**config.mk**
```make
export PLATFORM = sky130hd
export DESIGN_NAME = analysis_scheduler_flat
export DESIGN_NICKNAME = d
export VERILOG_FILES = /design/src/rtl/analyzer_pkg.sv /design/src/rtl/analysis_scheduler_if.sv /design/src/rtl/analysis_scheduler_rr_arbiter2.sv /design/src/rtl/analysis_scheduler.sv /design/src/flat_wrapper.sv
export SDC_FILE = /design/constraint.sdc
export NUM_CORES = 1
export LEC_CHECK = 0
export CORE_ASPECT_RATIO = 0.9
export CORE_MARGIN = 3
export CORE_UTILIZATION = 30
export CTS_CLUSTER_DIAMETER = 120
export CTS_CLUSTER_SIZE = 25
export DETAILED_ROUTE_END_ITERATION = 16
export GPL_TIMING_DRIVEN = 1
export SYNTH_ARGS = -nofsm -noshare
export SYNTH_HDL_FRONTEND = slang
export SYNTH_SLANG_ARGS = --single-unit
```
**constraint.sdc**
```tcl
create_clock -name clk -period 2.7 [get_ports clk]
set_input_delay 0.405 -clock clk [delete_from_list [all_inputs] [get_ports clk]]
set_output_delay 0.405 -clock clk [all_outputs]
set_load 0.02 [all_outputs]
```
**src/rtl/analyzer_pkg.sv**
```systemverilog
// Shared definitions for the analysis scheduler: the FSM state type,
// analyzer bank bit positions and the common widths.
package analyzer_pkg;

  // Width of one requester number and of the analyzer input bus
  localparam int DATA_W  = 32;
  // Number of requesters sharing the analyzer bank
  localparam int NUM_REQ = 2;
  // Number of analyzers in the bank
  localparam int NUM_AN  = 3;
  // Width of the WAIT-state cycle timer
  localparam int TIMER_W = 16;
  // Width of the optional statistics counters
  localparam int STAT_W  = 16;

  // Bit positions inside an_done / an_result / rsp_flags
  localparam int IDX_EVEN = 0;
  localparam int IDX_FIB  = 1;
  localparam int IDX_PAL  = 2;

  // Every analyzer has reported
  localparam logic [NUM_AN-1:0] DONE_ALL = 3'b111;

  typedef enum logic [1:0] {
    ST_IDLE,
    ST_ISSUE,
    ST_WAIT,
    ST_RESP
  } state_e;

  // Increment that sticks at the all-ones value instead of wrapping
  function automatic logic [STAT_W-1:0] sat_inc(input logic [STAT_W-1:0] v);
    return (v == '1) ? v : v + STAT_W'(1);
  endfunction

endpackage

```
**src/rtl/analysis_scheduler_if.sv**
```systemverilog
// Bundle of the request, analyzer-bank and response signals of the
// analysis scheduler. The slave modport is the scheduler's view, the
// master modport is the view of whatever surrounds it.
interface analysis_scheduler_if;
  import analyzer_pkg::*;

  logic [NUM_REQ-1:0]        req_valid;
  logic [NUM_REQ*DATA_W-1:0] req_data;
  logic [NUM_REQ-1:0]        req_ready;

  logic [DATA_W-1:0]         an_inp;
  logic                      an_go;
  logic [NUM_AN-1:0]         an_done;
  logic [NUM_AN-1:0]         an_result;

  logic                      rsp_valid;
  logic                      rsp_ready;
  logic                      rsp_id;
  logic [NUM_AN-1:0]         rsp_flags;
  logic                      rsp_timeout;

  modport slave (
    input  req_valid, req_data, an_done, an_result, rsp_ready,
    output req_ready, an_inp, an_go, rsp_valid, rsp_id, rsp_flags, rsp_timeout
  );

  modport master (
    output req_valid, req_data, an_done, an_result, rsp_ready,
    input  req_ready, an_inp, an_go, rsp_valid, rsp_id, rsp_flags, rsp_timeout
  );

endinterface

```
**src/rtl/analysis_scheduler_rr_arbiter2.sv**
```systemverilog
// Two-way round-robin arbiter: combinational one-hot grant, with a
// register remembering which requester won last. After reset the
// register points at requester 1 so requester 0 wins the first tie.
module rr_arbiter2
  import analyzer_pkg::*;
(
  input  logic               clk,
  input  logic               reset,
  input  logic [NUM_REQ-1:0] req,
  input  logic               accept,
  output logic [NUM_REQ-1:0] grant
);

  logic last_grant_q, last_grant_d;

  // Pick the single requester, or on a tie the one that did not win last
  always_comb begin
    grant = '0;
    case (req)
      2'b01:   grant = 2'b01;
      2'b10:   grant = 2'b10;
      2'b11:   grant = last_grant_q ? 2'b01 : 2'b10;
      default: grant = '0;
    endcase
  end

  // Remember the winner only when the grant is actually taken
  always_comb begin
    last_grant_d = last_grant_q;
    if (accept && (grant != '0)) begin
      last_grant_d = grant[1];
    end
  end

  // Last-grant register
  always_ff @(posedge clk or posedge reset) begin
    if (reset) begin
      last_grant_q <= 1'b1;
    end else begin
      last_grant_q <= last_grant_d;
    end
  end

endmodule

```
**src/rtl/analysis_scheduler.sv**
```systemverilog
// Analysis scheduler: accepts a number from one of two requesters,
// starts the three-analyzer bank on it, collects the done/result
// strobes (or gives up after TIMEOUT_CYCLES WAIT cycles) and hands the
// captured flags to a single response consumer.
// Optional feature: define ANALYZER_STATS_EN to add the saturating
// stat_done / stat_timeout response counters.
module analysis_scheduler
  import analyzer_pkg::*;
#(
  parameter int unsigned TIMEOUT_CYCLES = 255
) (
  input  logic clk,
  input  logic reset,
  analysis_scheduler_if.slave bus
`ifdef ANALYZER_STATS_EN
  ,
  output logic [STAT_W-1:0] stat_done,
  output logic [STAT_W-1:0] stat_timeout
`endif
);

  state_e               state_q, state_d;
  logic [DATA_W-1:0]    an_inp_q, an_inp_d;
  logic                 an_go_q, an_go_d;
  logic [NUM_AN-1:0]    mask_q, mask_d;
  logic [NUM_AN-1:0]    flags_q, flags_d;
  logic [TIMER_W-1:0]   timer_q, timer_d;
  logic                 rsp_valid_q, rsp_valid_d;
  logic                 rsp_id_q, rsp_id_d;
  logic [NUM_AN-1:0]    rsp_flags_q, rsp_flags_d;
  logic                 rsp_timeout_q, rsp_timeout_d;

  logic [NUM_REQ-1:0]   arb_req;
  logic [NUM_REQ-1:0]   grant;
  logic                 accept;
  logic [NUM_AN-1:0]    new_mask;
  logic [NUM_AN-1:0]    new_flags;
  logic [TIMER_W:0]     timer_inc;

  // Requests are only offered to the arbiter while the FSM is idle
  assign arb_req = (state_q == ST_IDLE) ? bus.req_valid : '0;
  assign accept  = |grant;

  rr_arbiter2 u_arb (
    .clk    (clk),
    .reset  (reset),
    .req    (arb_req),
    .accept (accept),
    .grant  (grant)
  );

  // The accept pulse is the grant itself, suppressed while in reset
  assign bus.req_ready = reset ? '0 : grant;

  // Next-state and next-output computation for the scheduler FSM
  always_comb begin
    state_d       = state_q;
    an_inp_d      = an_inp_q;
    an_go_d       = 1'b0;
    mask_d        = mask_q;
    flags_d       = flags_q;
    timer_d       = timer_q;
    rsp_valid_d   = rsp_valid_q;
    rsp_id_d      = rsp_id_q;
    rsp_flags_d   = rsp_flags_q;
    rsp_timeout_d = rsp_timeout_q;

    new_mask  = mask_q | bus.an_done;
    new_flags = flags_q | (bus.an_done & ~mask_q & bus.an_result);
    timer_inc = {1'b0, timer_q} + (TIMER_W + 1)'(1);

    case (state_q)
      ST_IDLE: begin
        if (accept) begin
          an_inp_d = grant[1] ? bus.req_data[2*DATA_W-1:DATA_W]
                              : bus.req_data[DATA_W-1:0];
          rsp_id_d = grant[1];
          an_go_d  = 1'b1;
          state_d  = ST_ISSUE;
        end
      end

      ST_ISSUE: begin
        mask_d  = '0;
        flags_d = '0;
        timer_d = '0;
        state_d = ST_WAIT;
      end

      ST_WAIT: begin
        mask_d  = new_mask;
        flags_d = new_flags;
        timer_d = timer_inc[TIMER_W-1:0];
        if (new_mask == DONE_ALL) begin
          rsp_valid_d   = 1'b1;
          rsp_flags_d   = new_flags;
          rsp_timeout_d = 1'b0;
          state_d       = ST_RESP;
        end else if (timer_inc == (TIMER_W + 1)'(TIMEOUT_CYCLES)) begin
          rsp_valid_d   = 1'b1;
          rsp_flags_d   = new_flags;
          rsp_timeout_d = 1'b1;
          state_d       = ST_RESP;
        end
      end

      ST_RESP: begin
        if (bus.rsp_ready) begin
          rsp_valid_d = 1'b0;
          state_d     = ST_IDLE;
        end
      end

      default: begin
        state_d = ST_IDLE;
      end
    endcase
  end

  // FSM state and registered outputs
  always_ff @(posedge clk or posedge reset) begin
    if (reset) begin
      state_q       <= ST_IDLE;
      an_inp_q      <= '0;
      an_go_q       <= 1'b0;
      mask_q        <= '0;
      flags_q       <= '0;
      timer_q       <= '0;
      rsp_valid_q   <= 1'b0;
      rsp_id_q      <= 1'b0;
      rsp_flags_q   <= '0;
      rsp_timeout_q <= 1'b0;
    end else begin
      state_q       <= state_d;
      an_inp_q      <= an_inp_d;
      an_go_q       <= an_go_d;
      mask_q        <= mask_d;
      flags_q       <= flags_d;
      timer_q       <= timer_d;
      rsp_valid_q   <= rsp_valid_d;
      rsp_id_q      <= rsp_id_d;
      rsp_flags_q   <= rsp_flags_d;
      rsp_timeout_q <= rsp_timeout_d;
    end
  end

  assign bus.an_inp      = an_inp_q;
  assign bus.an_go       = an_go_q;
  assign bus.rsp_valid   = rsp_valid_q;
  assign bus.rsp_id      = rsp_id_q;
  assign bus.rsp_flags   = rsp_flags_q;
  assign bus.rsp_timeout = rsp_timeout_q;

`ifdef ANALYZER_STATS_EN
  logic [STAT_W-1:0] stat_done_q, stat_done_d;
  logic [STAT_W-1:0] stat_timeout_q, stat_timeout_d;
  logic              handoff;

  assign handoff = (state_q == ST_RESP) && bus.rsp_ready;

  // Count each response as it leaves, split by how it was closed
  always_comb begin
    stat_done_d    = stat_done_q;
    stat_timeout_d = stat_timeout_q;
    if (handoff) begin
      if (rsp_timeout_q) begin
        stat_timeout_d = sat_inc(stat_timeout_q);
      end else begin
        stat_done_d = sat_inc(stat_done_q);
      end
    end
  end

  // Statistics counters
  always_ff @(posedge clk or posedge reset) begin
    if (reset) begin
      stat_done_q    <= '0;
      stat_timeout_q <= '0;
    end else begin
      stat_done_q    <= stat_done_d;
      stat_timeout_q <= stat_timeout_d;
    end
  end

  assign stat_done    = stat_done_q;
  assign stat_timeout = stat_timeout_q;
`endif

endmodule

```
**src/flat_wrapper.sv**
```systemverilog
// flat-port wrapper written by rule: the top's interface ports become plain ports
module analysis_scheduler_flat import analyzer_pkg::*;
#(
  parameter int unsigned TIMEOUT_CYCLES = 255
)
  (clk, reset, bus_req_valid, bus_req_data, bus_an_done, bus_an_result, bus_rsp_ready, bus_req_ready, bus_an_inp, bus_an_go, bus_rsp_valid, bus_rsp_id, bus_rsp_flags, bus_rsp_timeout);
  analysis_scheduler_if bus_i ();
  input  logic clk;
  input  logic reset;
  input wire logic [$bits(bus_i.req_valid)-1:0] bus_req_valid;
  input wire logic [$bits(bus_i.req_data)-1:0] bus_req_data;
  input wire logic [$bits(bus_i.an_done)-1:0] bus_an_done;
  input wire logic [$bits(bus_i.an_result)-1:0] bus_an_result;
  input wire logic [$bits(bus_i.rsp_ready)-1:0] bus_rsp_ready;
  output wire logic [$bits(bus_i.req_ready)-1:0] bus_req_ready;
  output wire logic [$bits(bus_i.an_inp)-1:0] bus_an_inp;
  output wire logic [$bits(bus_i.an_go)-1:0] bus_an_go;
  output wire logic [$bits(bus_i.rsp_valid)-1:0] bus_rsp_valid;
  output wire logic [$bits(bus_i.rsp_id)-1:0] bus_rsp_id;
  output wire logic [$bits(bus_i.rsp_flags)-1:0] bus_rsp_flags;
  output wire logic [$bits(bus_i.rsp_timeout)-1:0] bus_rsp_timeout;
  assign bus_i.req_valid = bus_req_valid;
  assign bus_i.req_data = bus_req_data;
  assign bus_i.an_done = bus_an_done;
  assign bus_i.an_result = bus_an_result;
  assign bus_i.rsp_ready = bus_rsp_ready;
  assign bus_req_ready = bus_i.req_ready;
  assign bus_an_inp = bus_i.an_inp;
  assign bus_an_go = bus_i.an_go;
  assign bus_rsp_valid = bus_i.rsp_valid;
  assign bus_rsp_id = bus_i.rsp_id;
  assign bus_rsp_flags = bus_i.rsp_flags;
  assign bus_rsp_timeout = bus_i.rsp_timeout;
  analysis_scheduler #(.TIMEOUT_CYCLES(TIMEOUT_CYCLES)) u_core (.clk(clk), .reset(reset), .bus(bus_i));
endmodule
```
==> run_results.csv, run 1 <==
group,metric,value,unit
run_status,outcome,"finished clean",
floorplan,start_util,0.318,
synth,synth_cells,367,
placed_design,gp_congestion,0.852,
global_route,grt_pass1_wl,16400,µm
flow_run,timing.max_cap.violations,0,
synth,yosysMostFrequentCell,"nand2_1",
clocking,ctsHoldBuffers,0,
detailed_routing,dr.pass1.iters,4,
timing,slew_viol_final,0,
detailed_routing,drc,0,
synth,synth_top_area_frac,0.470,
clocking,cts_resized,0,
floorplan,top_level_ports,116,
detailed_routing,drt_iter0_drc,171,
pwr,p_total,5.30,mW
min_path,hold_class,"reg -> reg",
pwr,p_per_area,1070,nW/µm²
global_route,grt.total_usage,0.166,
timing,hold_viol_final,0,
synth,syn_avg_cell_area,9.14,µm²
timing,rsz0062_at_grt,"false",
synth,synth.largest_area_cell,"dfrtp_1",
synth,netlist_area,3360,µm²
synth,yosys.cell_types.count,55,
timing,setup_viol,0,
setup_path,crit_fanout,4,
global_route,antenna_found_initial,0,
pwr,p_clk_frac,0.214,
clocking,cts_root_buffer,"clkbuf_16",
floorplan,die_y,106,µm
pwr,p_switching,2.07,mW
setup_path,cp-end-kind,"output port",
detailed_routing,num_vias,3094,
setup_path,startpoint_type,"flip-flop",
synth,ys.flop_type,"dfrtp_1",
synth,synth_edf_count,0,
clocking,cts_buffers,9,
finish,drive_above_1_share,0.0806,
synth,syn_nets,448,
global_route,grt_max_degree,65,
synth,ys_ff_latch,64,
detailed_routing,viasPerCell,4.90,
placed_design,dpl.hpwl,7350,µm
floorplan,die-area,12500,µm²
pwr,power.internal,3.22,mW
finish,nets,561,
synth,synth-async-reset-ratio,1.00,
clocking,cts_tree,"yes",
clocking,clock_sinks,64,
clocking,cts_setup_buffers,0,
synth,synth-seq-area-share,0.478,
synth,synth_common_cells,"94 x nand2_1, 63 x dfrtp_1, 27 x a22oi_1",
timing,fin_skew,0.00601,ns
detailed_routing,wl_per_cell,15.8,µm
setup_path,worst-setup-path-type,"reg -> out",
clocking,clk_pin_slew,0.05,ns
clocking,h-tree-depth,3,
floorplan,die_x,117,µm
pwr,netSwitchingFraction,0.391,
pwr,p_leak,2.09,nW
floorplan,core_area,10600,µm²
timing,tns,0,ns
pwr,p_seq_frac,0.299,
synth,yosysWarningCount,0,
pwr,combPwrFrac,0.486,
timing,period_share,0.933,
timing,tightest_slew,0.825,ns
detailed_routing,ant_nets,0,
finish,antenna_cells,0,
global_route,overflow,0,
clocking,clk_latency,0.32,ns
placed_design,port_buffers,115,
pwr,ir_worst_vdd,0.641,mV
setup_path,cp.arrival,2.11,ns
floorplan,rows,35,
clocking,cts.path.max_buffers,2,
synth,synth_area_leaders,"dfrtp_1 47%, nand2_1 11%, a22oi_1 6.0%",
finish,syn2layout_area_growth,47.6,%
timing,max_freq,397,MHz
timing,finalCriticalPeriod,2.52,ns
global_route,grt_pass1_vias,3031,
setup_path,required,2.30,ns
detailed_routing,wl,10000,µm
timing,maxSlewHeadroom,0.450,
## through the flow
| step | area (µm²) | hold slack [ns] | cells | util | setup WS [ns] |
|---|---|---|---|---|---|
| CTS | 4950 | 0.478 | 632 | 0.469 | 0.146 |
| detailed placement | 4660 | 0.466 | 617 | 0.442 | 0.366 |
| finish | 4950 | 0.474 | 632 | 0.469 | 0.181 |
| floorplan | 3360 | 0.464 | 367 | - | 0.156 |
| global route | 4950 | 0.509 | 632 | 0.469 | 0.0291 |
| global placement | 4660 | 0.460 | 617 | 0.442 | 0.387 |
## cells in the final DEF (no fill, tap or decap), types with 5 or more instances in the layout
cell type        instances
clkdlybuf4s50_1        115
nand2_1                 94
dfrtp_1                 63
a22oi_1                 27
nor2_1                  20
o21ai_0                 19
inv_1                   11
o31ai_1                 10
nand3_1                  9
clkbuf_16                9
a21oi_1                  8
buf_4                    8
mux2i_1                  6
ha_1                     6
nor2b_1                  5
a31oi_1                  5
nand4_1                  5
## cell type report
class                           count  area, µm²
Timing Repair Buffer              123       1210
Clock inverter                      3       42.5
Multi-Input combinational cell    270       1620
Inverter                           12       45.0
Fill cell                        1036       5600
Tap cell                          148        185
Clock buffer                       12        246
Sequential cell                    64       1600
## sequential cells by signal (all words and copies together), names as in the netlist, 2 cells and up
name,cells
u_core.bus.an_inp,32
u_core.timer_q,16
u_core.bus.rsp_flags,3
u_core.flags_q,3
u_core.mask_q,3
u_core.state_q,2
## cell families after synthesis
logic type,after synthesis,share of synthesized area
AOI/OAI and AO/OA,94,0.196
xor gates and xnor gates,1,0.00261
adders and majority gates,6,0.0224
buffers and inverters,33,0.0444
DFF,64,0.478
muxes,9,0.0313
and+or+nand+nor,160,0.226
## worst paths after layout
check | slack (ns) | cells after the start | endpoint | start
worst min-delay path | 0.47 | 2 | u_core.bus.an_inp[23] | u_core.bus.an_inp[23]
worst max register to register | 0.40 | 7 | u_core.bus.rsp_flags[1] | u_core.timer_q[1]
worst min register to register | 0.47 | 2 | u_core.bus.an_inp[23] | u_core.bus.an_inp[23]
min in group asynchronous | 0.67 | 3 | u_core.bus.an_inp[15] | reset
max in group asynchronous | 1.46 | 3 | u_core.bus.an_inp[10] | reset
worst max-delay path | 0.18 | 6 | bus_req_ready[1] | u_core.state_q[0]
## metal layers
metal,part of all wire,vias to the layer above,GRT usage
met5,0,-,0
met4,0.017,0,0.0603
met3,0.042,12,0.0441
met2,0.50,77,0.265
met1,0.44,1479,0.217
li1,-,1526,-
## power by group through the flow
stage | registers, mW | clock network (mW) | logic, mW
6_report | 1.59 | 1.14 | 2.57
3_5_place_dp | 1.60 | 0 | 2.61
5_1_grt | 1.64 | 1.23 | 2.85
4_1_cts | 1.59 | 1.18 | 2.61
3_3_place_gp | 1.59 | 0 | 2.58
2_1_floorplan | 1.92 | 0 | 1.13
## critical path, cell delays in order (launching register included)
cell             delay (ns)
dfrtp_1                0.39
inv_1                  0.12
ha_1                   0.27
nand2_1                0.12
a21oi_4                0.15
and2_1                 0.14
clkdlybuf4s50_1        0.60
(Power assumes the default switching activity.)
==> run 2, diff against run 1 <==
--- a/config.mk
+++ b/config.mk
@@ -11,7 +11,6 @@
 export CTS_CLUSTER_DIAMETER = 120
 export CTS_CLUSTER_SIZE = 25
 export DETAILED_ROUTE_END_ITERATION = 16
-export GPL_TIMING_DRIVEN = 1
 export SYNTH_ARGS = -nofsm -noshare
 export SYNTH_HDL_FRONTEND = slang
 export SYNTH_SLANG_ARGS = --single-unit
==> constraint.sdc (replaced) <==
create_clock -name clk -period 2 [get_ports clk]
set_input_delay 0.3 -clock clk [delete_from_list [all_inputs] [get_ports clk]]
set_output_delay 0.3 -clock clk [all_outputs]
set_load 0.02 [all_outputs]
==> run 2 against run 1 <==
- sequential share of layout area decreased by 2.5 points
- sequential power is 33% higher
- count of clock-buffer cells in the layout is the same
==> run_results.csv, run 2 (synthesis gave the netlist of run 1 again) <==
group,metric,value,unit
clocking,cts_root_buffer,"clkbuf_16",
clocking,cts.path.max_buffers,2,
global_route,grt.total_usage,0.167,
timing,slew_viol_final,0,
setup_path,cp_top_family,"compound AO/OA/AOI/OAI gates",
min_path,holdPathStages,2,
clocking,cts_tree,"yes",
timing,hold_viol_final,0,
finish,stdcell_count,672,
detailed_routing,num_vias,3284,
detailed_routing,drt_iter0_drc,165,
pwr,p_leak,2.30,nW
detailed_routing,dr.pass1.iters,4,
pwr,p_per_area,1400,nW/µm²
floorplan,rows,35,
placed_design,gp_congestion,0.837,
clocking,clk_latency,0.33,ns
floorplan,die_x,117,µm
floorplan,die-area,12500,µm²
placed_design,dpl_worst_slack,-0.117,ns
finish,nets,600,
setup_path,cp.arrival,2.21,ns
finish,num-fill-cells,988,
setup_path,startpoint_type,"flip-flop",
setup_path,r2r_slack,0.01,ns
finish,antenna_cells,0,
min_path,hold_class,"reg -> reg",
placed_design,port_buffers,115,
detailed_routing,wl,10500,µm
timing,finalCriticalPeriod,1.99,ns
placed_design,dpl.hpwl,7660,µm
clocking,h-tree-depth,3,
setup_path,cp-end-kind,"flip-flop",
finish,multiInputGateArea,1730,µm²
timing,maxSlewHeadroom,0.451,
pwr,ir_worst_vdd,0.722,mV
floorplan,start_util,0.318,
detailed_routing,ant_nets,0,
finish,seq_area,1610,µm²
finish,drive_above_1_share,0.197,
timing,period_share,0.995,
setup_path,required,2.22,ns
flow_run,timing.max_cap.violations,0,
setup_path,crit_fanout,7,
setup_path,r2r_cells,6,
global_route,grt_pass1_wl,16800,µm
floorplan,core_area,10600,µm²
finish,final_cell_mix,"113 x clkdlybuf4s50_1, 93 x nand2_1, 59 x dfrtp_1",
placed_design,place_inst,650,
global_route,grt_pass1_vias,3290,
detailed_routing,drc,0,
clocking,clk_pin_slew,0.05,ns
global_route,grt_max_degree,65,
global_route,overflow,0,
timing,max_freq,502,MHz
floorplan,top_level_ports,116,
setup_path,cp.buffers_inverters,0,
timing,whs,0.481,ns
timing,fin_skew,0.00542,ns
detailed_routing,viasPerCell,4.89,
timing,setup_viol,0,
setup_path,slowest_stage,"dfrtp_1",
clocking,clock_sinks,64,
setup_path,worst-setup-path-type,"reg -> reg",
finish,largest_register_ffs,32,
finish,syn2layout_area_growth,60.3,%
timing,tightest_slew,0.824,ns
run_status,outcome,"finished clean",
detailed_routing,wl_per_cell,15.6,µm
finish,final_area,5380,µm²
placed_design,placed_area,4930,µm²
setup_path,max_stage_delay,0.44,ns
timing,rsz0062_at_grt,"true",
finish,layout_commonest_cell,"clkdlybuf4s50_1",
floorplan,die_y,106,µm
clocking,cts_buffers,9,
setup_path,crit_path_cell_trace,"and4_2, and3_2, a221o_1, o211ai_2, o22ai_4, mux2_4",
timing,fin_ws,0.00952,ns
setup_path,cp_num_cells,6,
global_route,antenna_found_initial,0,
[run 2: per-layer routing]
metal	part of all wire	global-route usage
met2	0.52	0.284
met5	0	0
met1	0.43	0.205
met4	0.014	0.0544
met3	0.037	0.0457
[run 2: area by class of cell]
cell class / instances / share of cell area
clock buffer: 12 / 0.0477
clock inverter: 4 / 0.00977
inverter: 12 / 0.00907
multi-input combinational: 270 / 0.321
sequential: 64 / 0.299
tap: 148 / 0.0344
timing repair buffer: 162 / 0.279
[run 2: final timing paths]
path,startpoint,end
min in group asynchronous,reset,u_core.bus.an_inp[23]
max in group asynchronous,reset,u_core.timer_q[2]
hold / removal,u_core.bus.an_inp[23],u_core.bus.an_inp[23]
setup reg to reg,u_core.timer_q[5],u_core.bus.rsp_flags[0]
setup / recovery,u_core.timer_q[5],u_core.bus.rsp_flags[0]
hold reg to reg,u_core.bus.an_inp[23],u_core.bus.an_inp[23]
[run 2: metrics by stage]
stage               TNS [ns]  total power, mW  utilization
CTS                        0             7.59        0.502
detailed placement    -0.979             5.84        0.467
finish                     0             7.54        0.510
global placement      -0.613             5.76        0.467
global route          -0.326             8.07        0.510
floorplan                  0             4.13            -
[run 2: timing repair]
action | in CTS | in global routing
gates resized for setup | 18 | 16
pin swaps | 2 | 8
hold buffers | 0 | 0
endpoints found under the setup margin | 9 | 9
buffers inserted | 2 | 4
[run 2: power by group]
group | switching (mW) | internal [mW]
Clock | 0.589 | 1.03
Combinational | 2.05 | 1.76
Sequential | 0.298 | 1.82
[run 2: tightest hold or removal path, stage by stage (launching register included)]
cell and delay, ns:
dfrtp_1 0.34, nand2_1 0.04, o21ai_0 0.06
==> run 3, diff against run 2 <==
--- a/config.mk
+++ b/config.mk
@@ -9,7 +9,6 @@
 export CORE_MARGIN = 3
 export CORE_UTILIZATION = 30
 export CTS_CLUSTER_DIAMETER = 120
-export CTS_CLUSTER_SIZE = 25
 export DETAILED_ROUTE_END_ITERATION = 16
 export SYNTH_ARGS = -nofsm -noshare
 export SYNTH_HDL_FRONTEND = slang
==> results of run 3 <==
The final DEF is identical to that of run 2; final timing and power are the same.
